$ cat config.mk
export PLATFORM = sky130hd
export DESIGN_NAME = branch_seq
export DESIGN_NICKNAME = d
export VERILOG_FILES = /design/src/rtl/branch_seq.sv
export SDC_FILE = /design/constraint.sdc
export NUM_CORES = 1
export LEC_CHECK = 0
export BUFFER_PORTS_ARGS = -buffer_cell sky130_fd_sc_hd__buf_2
export CORE_MARGIN = 4
export CORE_UTILIZATION = 40
export DETAILED_ROUTE_END_ITERATION = 12
export PLACE_DENSITY = 0.65
export RECOVER_POWER = 25
export SYNTH_ARGS = -nofsm -noshare
export SYNTH_HDL_FRONTEND = slang
export SYNTH_SLANG_ARGS = --single-unit
$ cat constraint.sdc
create_clock -name clk -period 3.1 [get_ports clk]
set_input_delay 0.62 -clock clk [delete_from_list [all_inputs] [get_ports clk]]
set_output_delay 0.62 -clock clk [all_outputs]
set_load 0.02 [all_outputs]
$ cat src/rtl/branch_seq.sv
// Fetch-PC sequencer with a 2-bit saturating-counter branch-direction predictor.
// Redirects fetch and flushes younger work when the execute stage resolves a mispredict.
module branch_seq #(
  parameter int unsigned    PC_W   = 8,
  parameter int unsigned    INC    = 2,
  parameter int unsigned    IDX_W  = 4,
  parameter logic [PC_W-1:0] RST_PC = '0
) (
  input  logic            clk,
  input  logic            rst_n,
  input  logic            stall,
  input  logic            br_f,
  input  logic [PC_W-1:0] tgt_f,
  input  logic            ex_br,
  input  logic [PC_W-1:0] ex_pc,
  input  logic [PC_W-1:0] ex_tgt,
  input  logic            ex_pred,
  input  logic            bSel,
  output logic [PC_W-1:0] pc_f,
  output logic            pred_f,
  output logic            flush,
  output logic [7:0]      mis_cnt
);

  localparam int unsigned DEPTH = 1 << IDX_W;
  localparam int unsigned CNT_W = 8;
  localparam logic [1:0]  CTR_WN  = 2'b01;
  localparam logic [1:0]  CTR_MAX = 2'b11;
  localparam logic [1:0]  CTR_MIN = 2'b00;
  localparam logic [CNT_W-1:0] CNT_MAX = '1;

  logic [PC_W-1:0]  pc_q;
  logic [PC_W-1:0]  pc_d;
  logic [1:0]       ctr [DEPTH];
  logic [1:0]       ctr_upd;
  logic [IDX_W-1:0] fetch_idx;
  logic [IDX_W-1:0] train_idx;
  logic [PC_W-1:0]  seq_pc;
  logic [PC_W-1:0]  fix_pc;
  logic             mis;
  logic [CNT_W-1:0] mis_cnt_q;

  assign fetch_idx = pc_q[IDX_W:1];
  assign train_idx = ex_pc[IDX_W:1];

  // Lookup reads the registered table, so a same-cycle training write is seen next cycle.
  assign pred_f = br_f & ctr[fetch_idx][1];
  assign mis    = ex_br & (bSel != ex_pred);
  assign flush  = mis;

  assign seq_pc = pc_q  + PC_W'(INC);
  assign fix_pc = bSel ? ex_tgt : (ex_pc + PC_W'(INC));

  // Next-PC select: redirect beats stall beats predicted-taken beats sequential.
  always_comb begin
    pc_d = seq_pc;
    if (mis) begin
      pc_d = fix_pc;
    end else if (stall) begin
      pc_d = pc_q;
    end else if (pred_f) begin
      pc_d = tgt_f;
    end
  end

  // Saturating update of the counter being trained.
  always_comb begin
    ctr_upd = ctr[train_idx];
    if (bSel) begin
      if (ctr[train_idx] != CTR_MAX) ctr_upd = ctr[train_idx] + 2'd1;
    end else begin
      if (ctr[train_idx] != CTR_MIN) ctr_upd = ctr[train_idx] - 2'd1;
    end
  end

  always_ff @(posedge clk) begin
    if (!rst_n) begin
      pc_q <= RST_PC;
    end else begin
      pc_q <= pc_d;
    end
  end

  always_ff @(posedge clk) begin
    if (!rst_n) begin
      for (int unsigned i = 0; i < DEPTH; i++) begin
        ctr[i] <= CTR_WN;
      end
    end else if (ex_br) begin
      ctr[train_idx] <= ctr_upd;
    end
  end

  always_ff @(posedge clk) begin
    if (!rst_n) begin
      mis_cnt_q <= '0;
    end else if (mis && (mis_cnt_q != CNT_MAX)) begin
      mis_cnt_q <= mis_cnt_q + CNT_W'(1);
    end
  end

  assign pc_f    = pc_q;
  assign mis_cnt = mis_cnt_q;

endmodule
==> Word-level counts from Yosys, hierarchy flattened <==
Memories as Yosys holds them, arrays and structs flattened. A register that Yosys moved wholly into a read port is not among the register bits.
Index checks and enable logic that the tools add are counted.
{ "classes": {"add_sub_neg": 5, "n_eq_ne": 4, "muxes": 16, "n_bitwise": 2, "reduce_logical": 3} }
{ "op_table": {"columns": ["operator", "count"], "rows": [
  ["8-bit two-way mux", 4],
  ["8-bit by 2-bit adder with 8-bit output (second input constant)", 2],
  ["4-bit two-way mux", 3],
  ["8-bit by 1-bit adder with 8-bit output (second input constant)", 1],
  ["2-bit two-way mux", 4],
  ["8-bit != test (second input constant)", 1],
  ["1-bit two-way mux", 5],
  ["2-bit by 1-bit adder with 2-bit output (second input constant)", 1],
  ["1-bit AND", 2],
  ["2-bit by 1-bit != test with 1-bit output (second input constant)", 1],
  ["2-bit != test (second input constant)", 1],
  ["2-bit nonzero test", 1],
  ["2-bit OR reduction", 1],
  ["2-bit by 1-bit subtractor with 2-bit output (second input constant)", 1],
  ["1-bit logical AND", 1],
  ["1-bit != test", 1]
]} }
{ "word_totals": {"ff_bits": 16, "ram_bits": 32, "in_bits": 31, "output_inout_bits": 18, "wordCells": 33, "memories": 1} }
{ "mem_list": {"columns": ["name", "words", "width", "read_ports", "rd_clocked_by_memory_dff", "wr", "line_no", "source"], "rows": [
  ["ctr", 16, 2, 2, 1, 16, "34", "logic [1:0] ctr [DEPTH];"]
]} }

==> Depth between registers and ports, before layout <==
Gate-level depths: netlist of run 1.
{ "logic_depth": {"depth_word": 6, "ltp_mapped": 8} }

==> Worst setup path before layout of run 1 <==
Ideal clock, no wire load.
{ "synth_path": {"kind": "input -> register", "startpoint": "input ex_pc[1]", "endpoint": "memory ctr[1][0], data pin", "t_arrival_ns": 2.042, "setup_slack_ns": 0.776, "path_stages": 7, "n_path_buf": 2, "cell_sequence": "buf_6 -> mux4_1 -> a22o_1 -> nor2_4 -> maj3_4 -> buf_12 -> nand3_1"} }
{ "synth_lines": {"columns": ["item", "line_no", "source"], "rows": [
  ["start: declaration", "15", "input logic [PC_W-1:0] ex_pc,"],
  ["end: declaration", "34", null]
]} }

==> results of run 1 <==
## power groups by stage
stage / Sequential [mW] / Clock, mW / Combinational (mW)
after floorplan: 0.831 / 0 / 0.223
after global placement: 0.826 / 0 / 0.314
after detailed placement: 0.827 / 0 / 0.318
after CTS: 0.811 / 0.482 / 0.320
after global routing: 0.817 / 0.509 / 0.348
final: 0.812 / 0.466 / 0.316
## kinds of logic after synthesis
| kind of cell | share of synthesized area |
|---|---|
| compound gates | 0.0806 |
| xor+xnor | 0.0397 |
| fa+ha+maj | 0.0332 |
| buf+inv | 0.0490 |
| flops | 0.441 |
| mux | 0.105 |
| simple gates | 0.252 |
## worst min-delay path: cells and delay by family (launching register included)
family	cells	cell delay, ns
AND/OR/NAND/NOR	1	0.06
AO/OA/AOI/OAI	1	0.08
flip-flops	1	0.33
## worst max path at each step
stage	endpoint	slack, ns	cells after the start
CTS	pred_f	0.47	5
finish	ctr[14][0]	0.43	6
detailed placement	ctr[0][0]	0.45	6
global route	ctr[0][0]	0.27	6
floorplan	ctr[1][0]	0.78	7
global placement	ctr[13][0]	0.51	6
## routing by layer
layer,up-vias,part of all wire
li1,1198,-
met1,1157,0.45
met2,71,0.49
met3,6,0.053
met4,0,0.011
met5,-,0
## sequential cells by signal, indices dropped and copies added (netlist names), named ones only
register  count
ctr          32
mis_cnt       8
pc_f          8
## Yosys cell counts (6+ instances only)
master / instances / share of area
nand2_1: 47 / 0.057
edfxtp_1: 32 / 0.31
nand3_1: 29 / 0.047
dfxtp_1: 20 / 0.13
nor2_1: 15 / 0.018
clkbuf_1: 14 / 0.017
mux2i_1: 11 / 0.036
nor2_2: 10 / 0.020
and3_1: 9 / 0.018
inv_1: 7 / 0.0085
nand3_2: 7 / 0.023
xnor2_1: 7 / 0.020
xor2_1: 7 / 0.020
and2_1: 6 / 0.012
ha_1: 6 / 0.024
o211ai_1: 6 / 0.015
o21ai_0: 6 / 0.0097
## layout make-up
class                      instances  area share
timing repair buffer              54      0.0762
tap                               99      0.0358
multi-input combinational        227       0.455
clock inverter                     3      0.0123
clock buffer                       5      0.0199
inverter                           7     0.00759
sequential                        52       0.393
## layout by cell type, fill, tap and decap left out, types with 7 or more instances in the layout
cell type,Yosys,final
xor2_1,7,7
nand3_2,7,7
clkbuf_1,14,17
mux2i_1,11,11
nand2_1,47,47
buf_2,5,31
xnor2_1,7,7
edfxtp_1,32,32
inv_1,7,7
nor2_1,15,15
nand3_1,29,29
nor2_2,10,10
and3_1,9,9
dfxtp_1,20,20
## per-stage QoR
stage          instances  hold WS (ns)  worst slack (ns)
2_1_floorplan        309         0.567             0.776
3_3_place_gp         439         0.484             0.509
3_5_place_dp         439         0.498             0.455
4_1_cts              447         0.518             0.468
5_1_grt              447         0.544             0.273
6_report             447         0.510             0.433
==> impl_metrics.ini, run 1 <==
[finish]
finalCoreUtilization = 0.470
antenna_cells = 0
num-nets-final = 384
multi_input_area_um2 = 1580
post-route-cell-area_um2 = 3460
areaGrowthSynthToFinish_pct = 12.1
drive_gt1_frac = 0.210
final-seq-area_um2 = 1360
filler_cell_count = 718

[clock_network]
clock_insertion_delay_worst_skew_ns = 0.30
clock_sinks = 52
clock_buffer_count_from_cts = 5
ctsResizeCount = 0
cts_max_path_buffers = 2
cts_tree = yes
root_buffer = clkbuf_8
number_of_hold_buffers_added_after_cts = 0
clock_tree.htree_level_count = 2
worst_setup_hold_path_clk_slew_ns = 0.10
cts.repair_timing.setup_buffer_count = 0

[min_path]
min_path_cells = 2
timing.hold.worst.class = flip-flop to flip-flop
worst_hold_startpoint = pc_f[0]
worst_hold_path.endpoint = pc_f[0]

[setup_path]
worst_path_cell_with_the_longest_stage_delay = mux4_1
r2r_cells = 5
timing_worst_setup_path_type = input port to flip-flop
crit_path_cell_chain = clkbuf_1, mux4_1, a22o_2, nor2_4, maj3_4, nand3_1
critical-path-max-stage-delay_ns = 0.66
regToRegStartpoint = ctr[6][1]
reg2reg_setup_slack_ns = 1.06
timing.critical_path.required_ns = 3.13
end_kind = flip-flop
worst_setup_path_startpoint = ex_pc[1]
cp_max_fo = 16
r2r_end = ctr[14][0]
critical_path_startpoint_category = input port
critical_path_buf_inv_count = 1
worstPathArrival_ns = 2.70
worst_path_dominant_cell_family = multiplexers

[synthesis]
synthesis.yosys.warnings = 0
async_reset_ff_frac = 0
postSynthRegisterBits = 52
synth-main-ff-cell = edfxtp_1
synth_cells = 309
synth_area_um2 = 3090
synth.distinct_cells = 49
post_synth.cell_area_avg_um2 = 10.0
ys_seq_area_frac = 0.441
synth_fp_nets = 346
synth_edf_count = 32

[timing]
finalSetupViolations = 0
final_hold_viol_count = 0
fin_skew_ns = 0.00476
drv_slew = 0
clock.fmax_mhz = 375
timing.final.crit_period_ns = 2.67
slew_headroom = 0.442
final_min_period_over_clock_period = 0.860
worst-slew-pin-transition_ns = 0.836
grt_setup_unrepaired = no
setup_tns_ns = 0

[global_route]
gr-usage-all-layers = 0.166
largest_net_degree_at_the_start_of_global_routing = 31
grt_util_met3 = 0.0305
globalRouteMet1Util = 0.215
top_usage_layer = met2
grt_overflow = 0
first_global_vias = 2404
met2_usage = 0.289
initial_antenna_violation_count = 0
grt_first_pass_wirelength_um = 11800

[die]
design.die.area_um2 = 9190
io_pins = 49
core_area_um2 = 7370
placement_rows = 31
initial_utilization = 0.419
chipWidth_um = 95.9
die_height_um = 95.9

[power_and_ir_drop]
ir_drop_v = 0.000233
clkPwrFrac = 0.293
total_power_mw = 1.59
p_int_mw = 1.13
part_of_the_power_in_registers = 0.509
switchingPower_mw = 0.466
power-per-cell-area_nw_per_um2 = 460
power.share.combinational = 0.198
power.static_leakage_nw = 1.26
swShare = 0.292

[placement]
placement.cell_area_um2 = 3370
detailedPlacementHpwl_um = 5370
gp_routability_congestion = 0.839
port-buffer-count = 48

[routing]
post_drt_wl_per_cell_um = 16.3
avgViaCountPerCell = 5.44
total_wirelength_of_the_detailed_routed_design_um = 7280
num_vias = 2432
drt.antenna.violating_nets = 0
drt_iter0_drc = 161
route.detailed.drc = 0
firstDrtPassIters = 4

[flow_run]
max-cap-violations = 0

[outcome]
outcome = complete, no violations
Note: power is estimated with default switching activity, not from simulation.
==> run 2: changes to the inputs <==
Settings changed: PLACE_DENSITY 0.65 to 0.58.
==> run 2 against run 1 <==
Net effect: register-to-register slack got worse by 0.03 ns; clock skew increased by 0.0046 ns; critical path depth fell by 1; sequential power barely moved; combinational power about the same; largest power group unchanged; highest routed layer unchanged.
==> impl_metrics.ini, run 2 (same netlist as run 1, synthesis figures left out) <==
[min_path]
worst_hold_startpoint = pc_f[0]
min_path_cells = 2
timing.hold.worst.class = flip-flop to flip-flop
worst_hold_path.endpoint = pc_f[0]

[power_and_ir_drop]
part_of_the_power_in_registers = 0.532
clkPwrFrac = 0.261
p_int_mw = 1.05
switchingPower_mw = 0.474
power.share.combinational = 0.207
power.static_leakage_nw = 1.26
power-per-cell-area_nw_per_um2 = 443
swShare = 0.311
ir_drop_v = 0.000249

[flow_run]
max-cap-violations = 0

[routing]
avgViaCountPerCell = 5.44
firstDrtPassIters = 4
post_drt_wl_per_cell_um = 16.2
drt_iter0_drc = 126
num_vias = 2431
drt.antenna.violating_nets = 0
total_wirelength_of_the_detailed_routed_design_um = 7240
route.detailed.drc = 0

[clock_network]
clock_tree.htree_level_count = 2
worst_setup_hold_path_clk_slew_ns = 0.10
cts_tree = yes
cts.repair_timing.setup_buffer_count = 0
clock_insertion_delay_worst_skew_ns = 0.31
root_buffer = clkbuf_8
clock_sinks = 52
clock_buffer_count_from_cts = 5
cts_max_path_buffers = 2
number_of_hold_buffers_added_after_cts = 0
ctsResizeCount = 0

[die]
initial_utilization = 0.419
chipWidth_um = 95.9
io_pins = 49
design.die.area_um2 = 9190
core_area_um2 = 7370
die_height_um = 95.9
placement_rows = 31

[finish]
final_common_cell = nand2_1
most_frequent_cells_in_the_layout = nand2_1, edfxtp_1, buf_2
num-nets-final = 384
largest_register_ff_count = 32
drive_gt1_frac = 0.210
areaGrowthSynthToFinish_pct = 11.5
registers.top_by_ff_count = ctr
layoutNonFillerInstCount = 447
antenna_cells = 0

[timing]
slew_headroom = 0.445
drv_slew = 0
worst-slew-pin-transition_ns = 0.833
grt_setup_unrepaired = no
setup_tns_ns = 0
final_min_period_over_clock_period = 0.862
fin_skew_ns = 0.00936
finalSetupViolations = 0
final_hold_viol_count = 0
timing.final.crit_period_ns = 2.67
clock.fmax_mhz = 374

[setup_path]
cp_max_fo = 8
worstPathArrival_ns = 2.05
timing.critical_path.required_ns = 2.48
reg2reg_setup_slack_ns = 1.03
worst_path_cell_with_the_longest_stage_delay = dfxtp_1
r2r_cells = 5
crit_path_cell_chain = mux2i_1, a22oi_1, nand3_1, nand2_1, buf_2
timing_worst_setup_path_type = flip-flop to output port
critical_path_startpoint_category = flip-flop
end_kind = output port
critical-path-max-stage-delay_ns = 0.63

[placement]
place.detailed.instances = 439
detailedPlacementHpwl_um = 5330
gp_routability_congestion = 0.785
port-buffer-count = 48

[global_route]
initial_antenna_violation_count = 0
grt_first_pass_wirelength_um = 11800
grt_overflow = 0
first_global_vias = 2298
largest_net_degree_at_the_start_of_global_routing = 23
gr-usage-all-layers = 0.168

[outcome]
outcome = complete, no violations
-- run 2: cell type report --
cell class                 instances  area [µm²]
inverter                           7        26.3
timing repair buffer              54         264
clock inverter                     3        22.5
tap                               99         124
sequential                        52        1360
clock buffer                       5        68.8
fill                             751        3930
multi-input combinational        227        1580
-- run 2: metrics by stage --
stage                     hold slack, ns  setup WS (ns)   util  cell area (µm²)  power [mW]
after detailed placement           0.495          0.455  0.458             3370        1.15
after CTS                          0.511          0.465  0.470             3460        1.54
final                              0.511          0.428  0.467             3440        1.53
after floorplan                    0.567          0.776      -             3090        1.05
after global routing               0.531          0.293  0.467             3440        1.61
after global placement             0.489          0.511  0.458             3370        1.14
-- run 2: worst max path at each step --
stage	startpoint	endpoint	slack, ns	cells after the start
3_5_place_dp	ex_pc[1]	ctr[0][0]	0.45	6
3_3_place_gp	ex_pc[1]	ctr[13][0]	0.51	6
4_1_cts	flip-flop	pred_f	0.46	5
6_report	flip-flop	pred_f	0.43	5
2_1_floorplan	ex_pc[1]	ctr[1][0]	0.78	7
5_1_grt	flip-flop	pred_f	0.29	5
-- run 2: power groups by stage --
stage,combinational [mW],clock (mW),sequential (mW)
floorplan,0.223,0,0.831
global placement,0.317,0,0.827
detailed placement,0.320,0,0.826
CTS,0.322,0.411,0.811
global route,0.350,0.443,0.818
finish,0.316,0.398,0.812
-- run 2: layer usage --
layer  vias to the layer above  global-route usage  routed length [µm]
li1                       1205                   -                   -
met1                      1157               0.235                3480
met2                        65               0.273                3320
met3                         4              0.0274                 386
met4                         0              0.0391                  50
met5                         -                   0                   0
-- run 2: worst max-delay path: cells and delay by family (launching register included) --
family | cells | cell delay [ns]
simple gates | 2 | 0.42
compound gates | 1 | 0.28
buf+inv | 1 | 0.22
flops | 1 | 0.63
mux | 1 | 0.19
